[src/rtl/bsg_manycore_endpoint_req_arbiter_pkg.sv]
`default_nettype none
// ============================================================================
//  Module   : bsg_manycore_endpoint_req_arbiter_pkg
//  Brief    : Shared types and helpers for the endpoint request arbiter.
//  Revision : 1.0
// ============================================================================
package bsg_manycore_endpoint_req_arbiter_pkg;

    localparam int unsigned c_max_pkt_w = 1024;
    localparam int unsigned c_max_id_w  = 8;

    typedef struct packed {
        logic idle;
        logic err;
    } arb_status_t;

    // Returns the WIDTH-bit field starting at LSB, zero-extended to c_max_id_w.
    function automatic logic [c_max_id_w-1:0] client_id(
        input logic [c_max_pkt_w-1:0] pkt,
        input int unsigned            lsb,
        input int unsigned            width
    );
        logic [c_max_id_w-1:0] id;
        id = '0;
        for (int unsigned b = 0; b < c_max_id_w; b++) begin
            if (b < width) begin
                id[3'(b)] = pkt[10'(lsb + b)];
            end
        end
        return id;
    endfunction

endpackage
`default_nettype wire

[src/rtl/bsg_manycore_endpoint_req_arbiter_if.sv]
`default_nettype none
// ============================================================================
//  Module   : bsg_manycore_endpoint_req_arbiter_if
//  Brief    : Client, endpoint and network-response bundle of the arbiter.
//  Revision : 1.0
// ============================================================================
interface bsg_manycore_endpoint_req_arbiter_if #(
    parameter int unsigned NUM_CLIENTS     = 4,
    parameter int unsigned FIFO_WIDTH      = 128,
    parameter int unsigned MAX_OUT_CREDITS = 32
);
    localparam int unsigned c_credit_w = $clog2(MAX_OUT_CREDITS + 1);

    logic [NUM_CLIENTS-1:0]            client_req_v_i;
    logic [NUM_CLIENTS*FIFO_WIDTH-1:0] client_req_data_i;
    logic [NUM_CLIENTS-1:0]            client_req_ready_o;
    logic [NUM_CLIENTS-1:0]            client_rsp_v_o;
    logic [FIFO_WIDTH-1:0]             client_rsp_data_o;
    logic [NUM_CLIENTS-1:0]            client_rsp_ready_i;
    logic                              endpoint_req_v_o;
    logic [FIFO_WIDTH-1:0]             endpoint_req_data_o;
    logic                              endpoint_req_ready_i;
    logic                              mc_rsp_v_i;
    logic [FIFO_WIDTH-1:0]             mc_rsp_data_i;
    logic                              mc_rsp_ready_o;
    logic [c_credit_w-1:0]             out_credits_i;
    logic                              idle_o;
    logic                              err_o;

    modport slave (
        input  client_req_v_i, client_req_data_i, client_rsp_ready_i,
        input  endpoint_req_ready_i, mc_rsp_v_i, mc_rsp_data_i, out_credits_i,
        output client_req_ready_o, client_rsp_v_o, client_rsp_data_o,
        output endpoint_req_v_o, endpoint_req_data_o, mc_rsp_ready_o,
        output idle_o, err_o
    );

    modport master (
        output client_req_v_i, client_req_data_i, client_rsp_ready_i,
        output endpoint_req_ready_i, mc_rsp_v_i, mc_rsp_data_i, out_credits_i,
        input  client_req_ready_o, client_rsp_v_o, client_rsp_data_o,
        input  endpoint_req_v_o, endpoint_req_data_o, mc_rsp_ready_o,
        input  idle_o, err_o
    );

endinterface
`default_nettype wire

[src/rtl/bsg_manycore_endpoint_req_arbiter_rr.sv]
`default_nettype none
// ============================================================================
//  Module   : bsg_manycore_endpoint_req_arbiter_rr
//  Brief    : Round-robin arbiter; pointer moves past the winner on yumi.
//  Revision : 1.0
// ============================================================================
module bsg_manycore_endpoint_req_arbiter_rr #(
    parameter  int unsigned NUM_CLIENTS = 4,
    localparam int unsigned c_id_w      = $clog2(NUM_CLIENTS)
) (
    input  wire logic                   clk_i,
    input  wire logic                   reset_i,
    input  wire logic [NUM_CLIENTS-1:0] reqs_i,
    input  wire logic                   yumi_i,
    output logic      [NUM_CLIENTS-1:0] grants_o,
    output logic      [c_id_w-1:0]      tag_o,
    output logic                        v_o
);

    logic [c_id_w-1:0] ptr_q;
    logic [c_id_w-1:0] ptr_d;

    always_comb begin
        logic [c_id_w:0]   sum;
        logic [c_id_w-1:0] idx;
        logic              found;
        grants_o = '0;
        tag_o    = '0;
        found    = 1'b0;
        sum      = '0;
        idx      = '0;
        // Scan clients in priority order starting from the pointer.
        for (int o = 0; o < NUM_CLIENTS; o++) begin
            sum = {1'b0, ptr_q} + (c_id_w+1)'(o);
            if (sum >= (c_id_w+1)'(NUM_CLIENTS)) begin
                sum = sum - (c_id_w+1)'(NUM_CLIENTS);
            end
            idx = sum[c_id_w-1:0];
            if (!found && reqs_i[idx]) begin
                found         = 1'b1;
                tag_o         = idx;
                grants_o[idx] = 1'b1;
            end
        end
        v_o = found;
    end

    always_comb begin
        ptr_d = ptr_q;
        if (yumi_i && v_o) begin
            ptr_d = (tag_o == c_id_w'(NUM_CLIENTS - 1)) ? '0 : tag_o + c_id_w'(1);
        end
    end

    always_ff @(posedge clk_i or posedge reset_i) begin
        if (reset_i) begin
            ptr_q <= '0;
        end else begin
            ptr_q <= ptr_d;
        end
    end

endmodule
`default_nettype wire

[src/rtl/bsg_manycore_endpoint_req_arbiter.sv]
`default_nettype none
// ============================================================================
//  Module   : bsg_manycore_endpoint_req_arbiter
//  Brief    : Shares one endpoint FIFO port among clients with credit gating
//             and id-based response demux.
//  Revision : 1.0
// ============================================================================
module bsg_manycore_endpoint_req_arbiter
    import bsg_manycore_endpoint_req_arbiter_pkg::*;
#(
    parameter int unsigned NUM_CLIENTS     = 4,
    parameter int unsigned FIFO_WIDTH      = 128,
    parameter int unsigned MAX_OUT_CREDITS = 32,
    parameter int unsigned CLIENT_CREDITS  = 8,
    parameter int unsigned REQ_ID_LSB      = 0,
    parameter int unsigned RSP_ID_LSB      = 0
) (
    input wire logic                           clk_i,
    input wire logic                           reset_i,
    bsg_manycore_endpoint_req_arbiter_if.slave io
);

    localparam int unsigned c_id_w     = $clog2(NUM_CLIENTS);
    localparam int unsigned c_cnt_w    = $clog2(CLIENT_CREDITS + 1);
    localparam int unsigned c_credit_w = $clog2(MAX_OUT_CREDITS + 1);

    logic [FIFO_WIDTH-1:0]  w_client_data [NUM_CLIENTS];
    logic [NUM_CLIENTS-1:0] w_eligible;
    logic [NUM_CLIENTS-1:0] w_grants;
    logic [c_id_w-1:0]      w_grant_tag;
    logic                   w_grant_v;
    logic                   w_drain;
    logic                   w_orb_free;
    logic [c_credit_w-1:0]  w_credit_need;
    logic                   w_credit_ok;
    logic [c_max_id_w-1:0]  w_rsp_id_full;
    logic [c_max_id_w-1:0]  w_req_id_full;
    logic [c_id_w-1:0]      w_rsp_id;
    logic                   w_rsp_in_range;
    logic [NUM_CLIENTS-1:0] w_rsp_onehot;
    logic [NUM_CLIENTS-1:0] w_delivered;
    logic                   w_zero_hit;
    logic                   w_any_out;
    arb_status_t            w_status;

    logic                   orb_v_q, orb_v_d;
    logic [FIFO_WIDTH-1:0]  orb_data_q, orb_data_d;
    logic [c_cnt_w-1:0]     cnt_q [NUM_CLIENTS];
    logic [c_cnt_w-1:0]     cnt_d [NUM_CLIENTS];
    logic                   err_q, err_d;

    for (genvar i = 0; i < NUM_CLIENTS; i++) begin : g_unpack
        assign w_client_data[i] = io.client_req_data_i[i*FIFO_WIDTH +: FIFO_WIDTH];
    end

    // One packet sitting in the ORB has not yet been debited by the endpoint.
    assign w_drain       = orb_v_q & io.endpoint_req_ready_i;
    assign w_orb_free    = ~orb_v_q | w_drain;
    assign w_credit_need = (orb_v_q & ~w_drain) ? c_credit_w'(1) : '0;
    assign w_credit_ok   = (io.out_credits_i > w_credit_need);

    for (genvar i = 0; i < NUM_CLIENTS; i++) begin : g_elig
        assign w_eligible[i] = io.client_req_v_i[i]
                             & (cnt_q[i] < c_cnt_w'(CLIENT_CREDITS))
                             & w_credit_ok
                             & w_orb_free;
    end

    bsg_manycore_endpoint_req_arbiter_rr #(
        .NUM_CLIENTS (NUM_CLIENTS)
    ) u_rr (
        .clk_i    (clk_i),
        .reset_i  (reset_i),
        .reqs_i   (w_eligible),
        .yumi_i   (w_grant_v),
        .grants_o (w_grants),
        .tag_o    (w_grant_tag),
        .v_o      (w_grant_v)
    );

    assign io.client_req_ready_o  = w_grants;
    assign io.endpoint_req_v_o    = orb_v_q;
    assign io.endpoint_req_data_o = orb_data_q;

    always_comb begin
        orb_v_d    = orb_v_q;
        orb_data_d = orb_data_q;
        if (w_grant_v) begin
            orb_v_d    = 1'b1;
            orb_data_d = w_client_data[w_grant_tag];
        end else if (w_drain) begin
            orb_v_d    = 1'b0;
        end
    end

    // Response demux; ids outside the client range are swallowed.
    assign w_rsp_id_full  = client_id(c_max_pkt_w'(io.mc_rsp_data_i), RSP_ID_LSB, c_id_w);
    assign w_rsp_in_range = (w_rsp_id_full < c_max_id_w'(NUM_CLIENTS));
    assign w_rsp_id       = w_rsp_id_full[c_id_w-1:0];
    assign w_rsp_onehot   = (io.mc_rsp_v_i & w_rsp_in_range)
                          ? (NUM_CLIENTS'(1) << w_rsp_id) : '0;
    assign w_delivered    = w_rsp_onehot & io.client_rsp_ready_i;

    assign io.client_rsp_v_o    = w_rsp_onehot;
    assign io.client_rsp_data_o = io.mc_rsp_data_i;
    assign io.mc_rsp_ready_o    = w_rsp_in_range ? io.client_rsp_ready_i[w_rsp_id] : 1'b1;

    always_comb begin
        w_zero_hit = 1'b0;
        w_any_out  = 1'b0;
        for (int i = 0; i < NUM_CLIENTS; i++) begin
            cnt_d[i] = cnt_q[i];
            if (w_grants[i] && !w_delivered[i]) begin
                cnt_d[i] = cnt_q[i] + c_cnt_w'(1);
            end else if (w_delivered[i] && !w_grants[i] && (cnt_q[i] != '0)) begin
                cnt_d[i] = cnt_q[i] - c_cnt_w'(1);
            end
            if (w_delivered[i] && (cnt_q[i] == '0)) begin
                w_zero_hit = 1'b1;
            end
            if (cnt_q[i] != '0) begin
                w_any_out = 1'b1;
            end
        end
    end

    assign err_d = err_q | (io.mc_rsp_v_i & ~w_rsp_in_range) | w_zero_hit;

    assign w_status.idle = ~orb_v_q & ~w_any_out;
    assign w_status.err  = err_q;
    assign io.idle_o     = w_status.idle;
    assign io.err_o      = w_status.err;

    always_ff @(posedge clk_i or posedge reset_i) begin
        if (reset_i) begin
            orb_v_q    <= 1'b0;
            orb_data_q <= '0;
            err_q      <= 1'b0;
            for (int i = 0; i < NUM_CLIENTS; i++) begin
                cnt_q[i] <= '0;
            end
        end else begin
            orb_v_q    <= orb_v_d;
            orb_data_q <= orb_data_d;
            err_q      <= err_d;
            for (int i = 0; i < NUM_CLIENTS; i++) begin
                cnt_q[i] <= cnt_d[i];
            end
        end
    end

    // Clients are expected to stamp their own index into each request.
    assign w_req_id_full = client_id(c_max_pkt_w'(w_client_data[w_grant_tag]), REQ_ID_LSB, c_id_w);

    a_req_id: assert property (@(posedge clk_i) disable iff (reset_i)
        w_grant_v |-> (w_req_id_full == c_max_id_w'(w_grant_tag)));

endmodule
`default_nettype wire

[src/flat_wrapper.sv]
// flat-port wrapper written by rule: the top's interface ports become plain ports
module bsg_manycore_endpoint_req_arbiter_flat import bsg_manycore_endpoint_req_arbiter_pkg::*;
#(
    parameter int unsigned NUM_CLIENTS     = 4,
    parameter int unsigned FIFO_WIDTH      = 128,
    parameter int unsigned MAX_OUT_CREDITS = 32,
    parameter int unsigned CLIENT_CREDITS  = 8,
    parameter int unsigned REQ_ID_LSB      = 0,
    parameter int unsigned RSP_ID_LSB      = 0
)
  (clk_i, reset_i, io_client_req_v_i, io_client_req_data_i, io_client_rsp_ready_i, io_endpoint_req_ready_i, io_mc_rsp_v_i, io_mc_rsp_data_i, io_out_credits_i, io_client_req_ready_o, io_client_rsp_v_o, io_client_rsp_data_o, io_endpoint_req_v_o, io_endpoint_req_data_o, io_mc_rsp_ready_o, io_idle_o, io_err_o);
  bsg_manycore_endpoint_req_arbiter_if #(.NUM_CLIENTS(NUM_CLIENTS), .FIFO_WIDTH(FIFO_WIDTH), .MAX_OUT_CREDITS(MAX_OUT_CREDITS)) io_i ();
  input wire logic clk_i;
  input wire logic reset_i;
  input wire logic [$bits(io_i.client_req_v_i)-1:0] io_client_req_v_i;
  input wire logic [$bits(io_i.client_req_data_i)-1:0] io_client_req_data_i;
  input wire logic [$bits(io_i.client_rsp_ready_i)-1:0] io_client_rsp_ready_i;
  input wire logic [$bits(io_i.endpoint_req_ready_i)-1:0] io_endpoint_req_ready_i;
  input wire logic [$bits(io_i.mc_rsp_v_i)-1:0] io_mc_rsp_v_i;
  input wire logic [$bits(io_i.mc_rsp_data_i)-1:0] io_mc_rsp_data_i;
  input wire logic [$bits(io_i.out_credits_i)-1:0] io_out_credits_i;
  output wire logic [$bits(io_i.client_req_ready_o)-1:0] io_client_req_ready_o;
  output wire logic [$bits(io_i.client_rsp_v_o)-1:0] io_client_rsp_v_o;
  output wire logic [$bits(io_i.client_rsp_data_o)-1:0] io_client_rsp_data_o;
  output wire logic [$bits(io_i.endpoint_req_v_o)-1:0] io_endpoint_req_v_o;
  output wire logic [$bits(io_i.endpoint_req_data_o)-1:0] io_endpoint_req_data_o;
  output wire logic [$bits(io_i.mc_rsp_ready_o)-1:0] io_mc_rsp_ready_o;
  output wire logic [$bits(io_i.idle_o)-1:0] io_idle_o;
  output wire logic [$bits(io_i.err_o)-1:0] io_err_o;
  assign io_i.client_req_v_i = io_client_req_v_i;
  assign io_i.client_req_data_i = io_client_req_data_i;
  assign io_i.client_rsp_ready_i = io_client_rsp_ready_i;
  assign io_i.endpoint_req_ready_i = io_endpoint_req_ready_i;
  assign io_i.mc_rsp_v_i = io_mc_rsp_v_i;
  assign io_i.mc_rsp_data_i = io_mc_rsp_data_i;
  assign io_i.out_credits_i = io_out_credits_i;
  assign io_client_req_ready_o = io_i.client_req_ready_o;
  assign io_client_rsp_v_o = io_i.client_rsp_v_o;
  assign io_client_rsp_data_o = io_i.client_rsp_data_o;
  assign io_endpoint_req_v_o = io_i.endpoint_req_v_o;
  assign io_endpoint_req_data_o = io_i.endpoint_req_data_o;
  assign io_mc_rsp_ready_o = io_i.mc_rsp_ready_o;
  assign io_idle_o = io_i.idle_o;
  assign io_err_o = io_i.err_o;
  bsg_manycore_endpoint_req_arbiter #(.NUM_CLIENTS(NUM_CLIENTS), .FIFO_WIDTH(FIFO_WIDTH), .MAX_OUT_CREDITS(MAX_OUT_CREDITS), .CLIENT_CREDITS(CLIENT_CREDITS), .REQ_ID_LSB(REQ_ID_LSB), .RSP_ID_LSB(RSP_ID_LSB)) u_core (.clk_i(clk_i), .reset_i(reset_i), .io(io_i));
endmodule
[config.mk]
export PLATFORM = sky130hd
export DESIGN_NAME = bsg_manycore_endpoint_req_arbiter_flat
export DESIGN_NICKNAME = d
export VERILOG_FILES = /design/src/rtl/bsg_manycore_endpoint_req_arbiter_pkg.sv /design/src/rtl/bsg_manycore_endpoint_req_arbiter_if.sv /design/src/rtl/bsg_manycore_endpoint_req_arbiter_rr.sv /design/src/rtl/bsg_manycore_endpoint_req_arbiter.sv /design/src/flat_wrapper.sv
export SDC_FILE = /design/constraint.sdc
export NUM_CORES = 1
export LEC_CHECK = 0
export ABC_AREA = 0
export CAP_MARGIN = 5
export CORE_AREA = 2 2 357 359
export CTS_CLUSTER_SIZE = 12
export DETAILED_ROUTE_END_ITERATION = 10
export DIE_AREA = 0 0 359 361
export DONT_BUFFER_PORTS = 1
export SKIP_CTS_REPAIR_TIMING = 1
export SYNTH_ARGS = -nofsm -noshare
export SYNTH_HDL_FRONTEND = slang
export SYNTH_HIERARCHICAL = 1
export SYNTH_SLANG_ARGS = --single-unit
[constraint.sdc]
create_clock -name clk_i -period 3.99 [get_ports clk_i]
set_clock_uncertainty 0.1 [all_clocks]
set_input_delay 0.1995 -clock clk_i [delete_from_list [all_inputs] [get_ports clk_i]]
set_output_delay 0.1995 -clock clk_i [all_outputs]
set_load 0.02 [all_outputs]
==> metrics.csv, run 1 <==
stage;metric;value;unit
run_status;outcome;aborted with a tool error;
run_status;stop_stage;global routing (5_1_grt);
run_status;toolErrorMsg;[ERROR RSZ-0060] Max buffer count reached.;
logic_synthesis;syn_inst;726;
logic_synthesis;synth-main-ff-cell;dfrtp_1;
logic_synthesis;ys_types;50;
global_routing;grt_max_degree;76;
logic_synthesis;syn-num-nets;1402;
clock_tree;cts.sinks;148;
floorplan;die_width;359;um
logic_synthesis;synth_edf_count;0;
placed_design;dpl.hpwl;48700;um
placed_design;dpl_worst_slack;-0.171;ns
placed_design;numPortBuffers;0;
floorplan;num_rows;130;
floorplan;dieHeight;361;um
logic_synthesis;async_flop_share;100;%
floorplan;ios;926;
clock_tree;numCtsBuffers;17;
sta;worst_endpoint_kind;register input;
clock_tree;cts_buffer_depth;2;
placed_design;place_congestion;0.914;
logic_synthesis;ys_warn_count;6;
logic_synthesis;ys_ff_latch;148;
floorplan;start_util;8.76;%
sta;grt-worst-endpoint;u_core/cnt_q[11]$_DFFE_PP0P_/D;
clock_tree;cts_root_buf;clkbuf_16;
logic_synthesis;synth_area;11000;um2
logic_synthesis;avgSynthCellArea;15.1;um2
clock_tree;h-tree-depth;4;
logic_synthesis;synth-seq-area-share;33.7;%
==> kinds of logic after synthesis <==
kind of cell             count (synthesis)  synth area share [%]
flip-flops                             148                  33.7
multiplexers                           274                  45.1
adder cells (fa/ha/maj)                 18                  2.32
XOR/XNOR                                13                  1.04
AND/OR/NAND/NOR                         48                  2.68
AO/OA/AOI/OAI                           38                  2.38
buffers and inverters                  187                  12.8
==> stage by stage <==
step                hold slack, ns  cell area, um2  instances  TNS (ns)
floorplan                   -0.159           11100        726    -0.190
global placement            -0.148           12200       2242     -2.61
detailed placement          -0.147           12200       2242     -9.26
CTS                         -0.753           12800       2274    -11.84
==> cell usage after synthesis, types with 3 or more instances <==
master / n / area share, %
clkbuf_1: 7 / 0.24
buf_12: 10 / 1.8
nor2_1: 11 / 0.38
xnor2_1: 9 / 0.72
buf_6: 6 / 0.61
mux2_2: 35 / 3.6
xor2_1: 4 / 0.32
and2_1: 3 / 0.17
nand2b_1: 5 / 0.28
fa_1: 4 / 0.73
dfrtp_1: 148 / 34
buf_4: 128 / 8.7
mux4_2: 133 / 27
o21ai_0: 9 / 0.41
nor3_1: 4 / 0.18
nor4_1: 4 / 0.23
nor3b_1: 4 / 0.27
a22oi_1: 8 / 0.55
nor2b_1: 3 / 0.17
mux2_4: 100 / 14
ha_1: 14 / 1.6
mux2i_1: 4 / 0.36
a21oi_1: 5 / 0.23
inv_1: 13 / 0.44
a21o_1: 5 / 0.34
buf_2: 14 / 0.64
buf_1: 9 / 0.31
==> inputs of run 2 (changes only) <==
- CORE_AREA: 2 2 357 359 -> 2 2 361 363
- CTS_CLUSTER_SIZE: 12 -> default
- DIE_AREA: 0 0 359 361 -> 0 0 363 365
- PLACE_DENSITY_LB_ADDON: default -> 0.15
- clock period: 3.99 -> 5.19 ns (I/O delays scaled with it)
==> run 2 against run 1 <==
Against the previous run: the flow now finishes without violations; synthesized area stayed put; synthesized cell count stayed put.
==> metrics.csv, run 2 <==
stage;metric;value;unit;change
logic_synthesis;syn-num-nets;1402;;unchanged
sta;tns;0;ns;
sta;worst_slew_pin_slew;0.947;ns;
clock_tree;numCtsBuffers;17;;unchanged
logic_synthesis;synth-seq-area-share;33.7;%;unchanged
floorplan;core_area;129000;um2;
run_status;outcome;finished clean;;was aborted with a tool error
logic_synthesis;synth_edf_count;0;;unchanged
logic_synthesis;yosys-top-cells-area;dfrtp_1 (34%), mux4_2 (27%), mux2_4 (14%), buf_4 (8.7%), mux2_2 (3.6%);;unchanged
run;maxCapViolations;0;;
finish;largest_reg_flops;128;;
logic_synthesis;async_flop_share;100;%;unchanged
sta;slew_headroom;36.8;%;
sta;hold_viol;0;;
finish;multiInputGateArea;5890;um2;
critical_path;cpMaxStageDelayCell;mux4_2;;
logic_synthesis;yosysMostFrequentCell;dfrtp_1;;unchanged
detailed_routing;post_drt_wl_per_cell;17.4;um;
logic_synthesis;ys_ff_latch;148;;unchanged
sta;rsz0062_at_grt;no;;
finish;final_common_cell;dlygate4sd3_1;;
global_routing;grt.overflow.total;0;;
finish;post-route-util;13.3;%;
detailed_routing;drt_first_pass_iters;4;;
critical_path;cpLargestDelayFamily;compound AO/OA/AOI/OAI gates;;
logic_synthesis;synthDominantCellAreaShare;33.7;%;unchanged
sta;fmax;219;MHz;
logic_synthesis;avgSynthCellArea;15.1;um2;unchanged
global_routing;grt_pass1_vias;6947;;
worst_hold_path;hp-class;in -> reg;;
sta;period_share;87.9;%;
critical_path;cp.required;5.52;ns;
critical_path;end_kind;flop;;
finish;nNetsFinal;1717;;
floorplan;die_width;363;um;was 359 um
detailed_routing;vias;7882;;
detailed_routing;ant_nets;0;;
critical_path;crit_buf_inv;4;;
floorplan;num_rows;132;;was 130
detailed_routing;drcViolationCount;0;;
clock_tree;path_clk_slew;0.07;ns;
clock_tree;cts.sinks;148;;unchanged
clock_tree;cts_tree;yes;;
floorplan;dieHeight;365;um;was 361 um
global_routing;track_usage;6.41;%;
logic_synthesis;ys_warn_count;6;;unchanged
sta;fin_crit;4.56;ns;
detailed_routing;vias_per_cell;2.87;;
floorplan;fp.dieArea;132000;um2;
sta;final_max_slew_viol_count;0;;
logic_synthesis;synth_area;11000;um2;unchanged
power;intPower;7470;uW;
detailed_routing;drt_iter0_drc;362;;
power;combinationalPowerShare;64.4;%;
clock_tree;cts_buffer_depth;2;;unchanged
placed_design;numPortBuffers;0;;unchanged
global_routing;grt_antenna_before_repair;20;;
placed_design;place_congestion;0.785;;was 0.914
placed_design;dpl.cell_count;2249;;was 2242
clock_tree;cts_root_buf;clkbuf_16;;unchanged
floorplan;ios;926;;unchanged
logic_synthesis;synth-main-ff-cell;dfrtp_1;;unchanged
sta;holdWs;0.0439;ns;
power;power.switching;5260;uW;
critical_path;critical_path_depth;19;;
detailed_routing;wl;47700;um;
placed_design;dpl.hpwl;36100;um;was 48700 um
critical_path;crit_path_start_kind;flop;;
critical_path;reg2reg_slack;0.63;ns;
finish;final_cell_mix;dlygate4sd3_1 (448), dfrtp_1 (148), mux4_2 (133);;
finish;final_cells;2745;;
logic_synthesis;synth_area_leader_cell;dfrtp_1;;unchanged
critical_path;cpPeakStageDelay;0.61;ns;
power;p_per_area;744;nW/um2;
finish;area_growth;55.8;%;
floorplan;start_util;8.54;%;was 8.76%
finish;fillerInstances;14300;;
logic_synthesis;synth_commonest_cells;dfrtp_1 (148), mux4_2 (133), buf_4 (128), mux2_4 (100), mux2_2 (35);;unchanged
critical_path;path_max_fanout;13;;
power;peakVddDrop;620;uV;
power;seq_power_share;25.2;%;
power;leakage;0.00616;uW;
critical_path;critPathArrivalTime;4.89;ns;
critical_path;path_cells;nand2b_1, inv_1, ha_1, o21ai_0, o41ai_1, buf_4, nor3b_1, buf_4, mux4_2, nor3_2, a22oi_1, o21ai_1, o21a_1, inv_1, ha_1, a21o_1, a21oi_1, mux2i_1, xnor2_1;;
finish;layout-drive-gt1-share;31.3;%;
power;netSwitchingFraction;41.3;%;
sta;setup_violations;0;;
global_routing;grt_max_degree;69;;
global_routing;grt_pass1_wl;57800;um;
worst_hold_path;worstHoldPathCells;2;;
critical_path;r2r_cells;19;;
logic_synthesis;syn_inst;726;;unchanged
power;clock_power_share;10.4;%;
logic_synthesis;ys_types;50;;unchanged
finish;seq_area;3700;um2;
clock_tree;worstSkewPairLatency;0.50;ns;
critical_path;critPathKind;reg -> reg;;
clock_tree;h-tree-depth;4;;unchanged
run 2: area by class of cell:
cell class,count,share of cell area [%]
antenna,17,0.249
clock buffer,17,2.49
clock inverter,14,0.899
inverter,13,0.314
multi-input combinational,391,34.4
sequential,148,21.6
tap,1675,12.2
timing repair buffer,470,27.7
run 2: power by group through the flow:
stage | sequential, uW | combinational (uW) | clock (uW)
final | 3200 | 8200 | 1330
after floorplan | 2870 | 7090 | 0
after global placement | 3300 | 8070 | 0
after global routing | 3310 | 8880 | 1490
after CTS | 3260 | 8170 | 1450
after detailed placement | 3260 | 8160 | 0
run 2: kinds of logic after synthesis:
kind of cell,share of synthesized area (%)
multiplexers,45.1
buffers and inverters,12.8
flip-flops,33.7
AND/OR/NAND/NOR,2.68
AO/OA/AOI/OAI,2.38
adder cells (fa/ha/maj),2.32
XOR/XNOR,1.04
run 2: per-layer routing:
metal,vias up,global-route usage (%),part of all wire [%]
met5,-,1.56,0.24
met4,20,2.84,3.1
li1,3322,-,-
met1,3989,6.87,36
met2,438,9.87,50
met3,113,3.95,11
run 2: path summary, 6_finish.rpt:
path	startpoint	end
hold reg to reg	u_core/cnt_q[3]	u_core/cnt_q[3]
setup / recovery	u_core/io.endpoint_req_v_o	u_core/cnt_q[15]
hold / removal	io_client_req_data_i[165]	u_core/io.endpoint_req_data_o[37]
min in group asynchronous	reset_i	asynchronous set/reset pin
max in group asynchronous	reset_i	u_core/io.endpoint_req_data_o[108]
setup reg to reg	u_core/io.endpoint_req_v_o	u_core/cnt_q[15]
run 2: through the flow:
stage / instance area, um2 / setup slack [ns] / power (uW)
after global placement: 12000 / 0.560 / 11400
after CTS: 12600 / 0.486 / 12900
final: 17100 / 0.626 / 12700
after detailed placement: 12000 / 0.507 / 11400
after floorplan: 11000 / 0.645 / 9960
after global routing: 17100 / 0.216 / 13700
No activity file was read; power rests on OpenSTA's default activity.
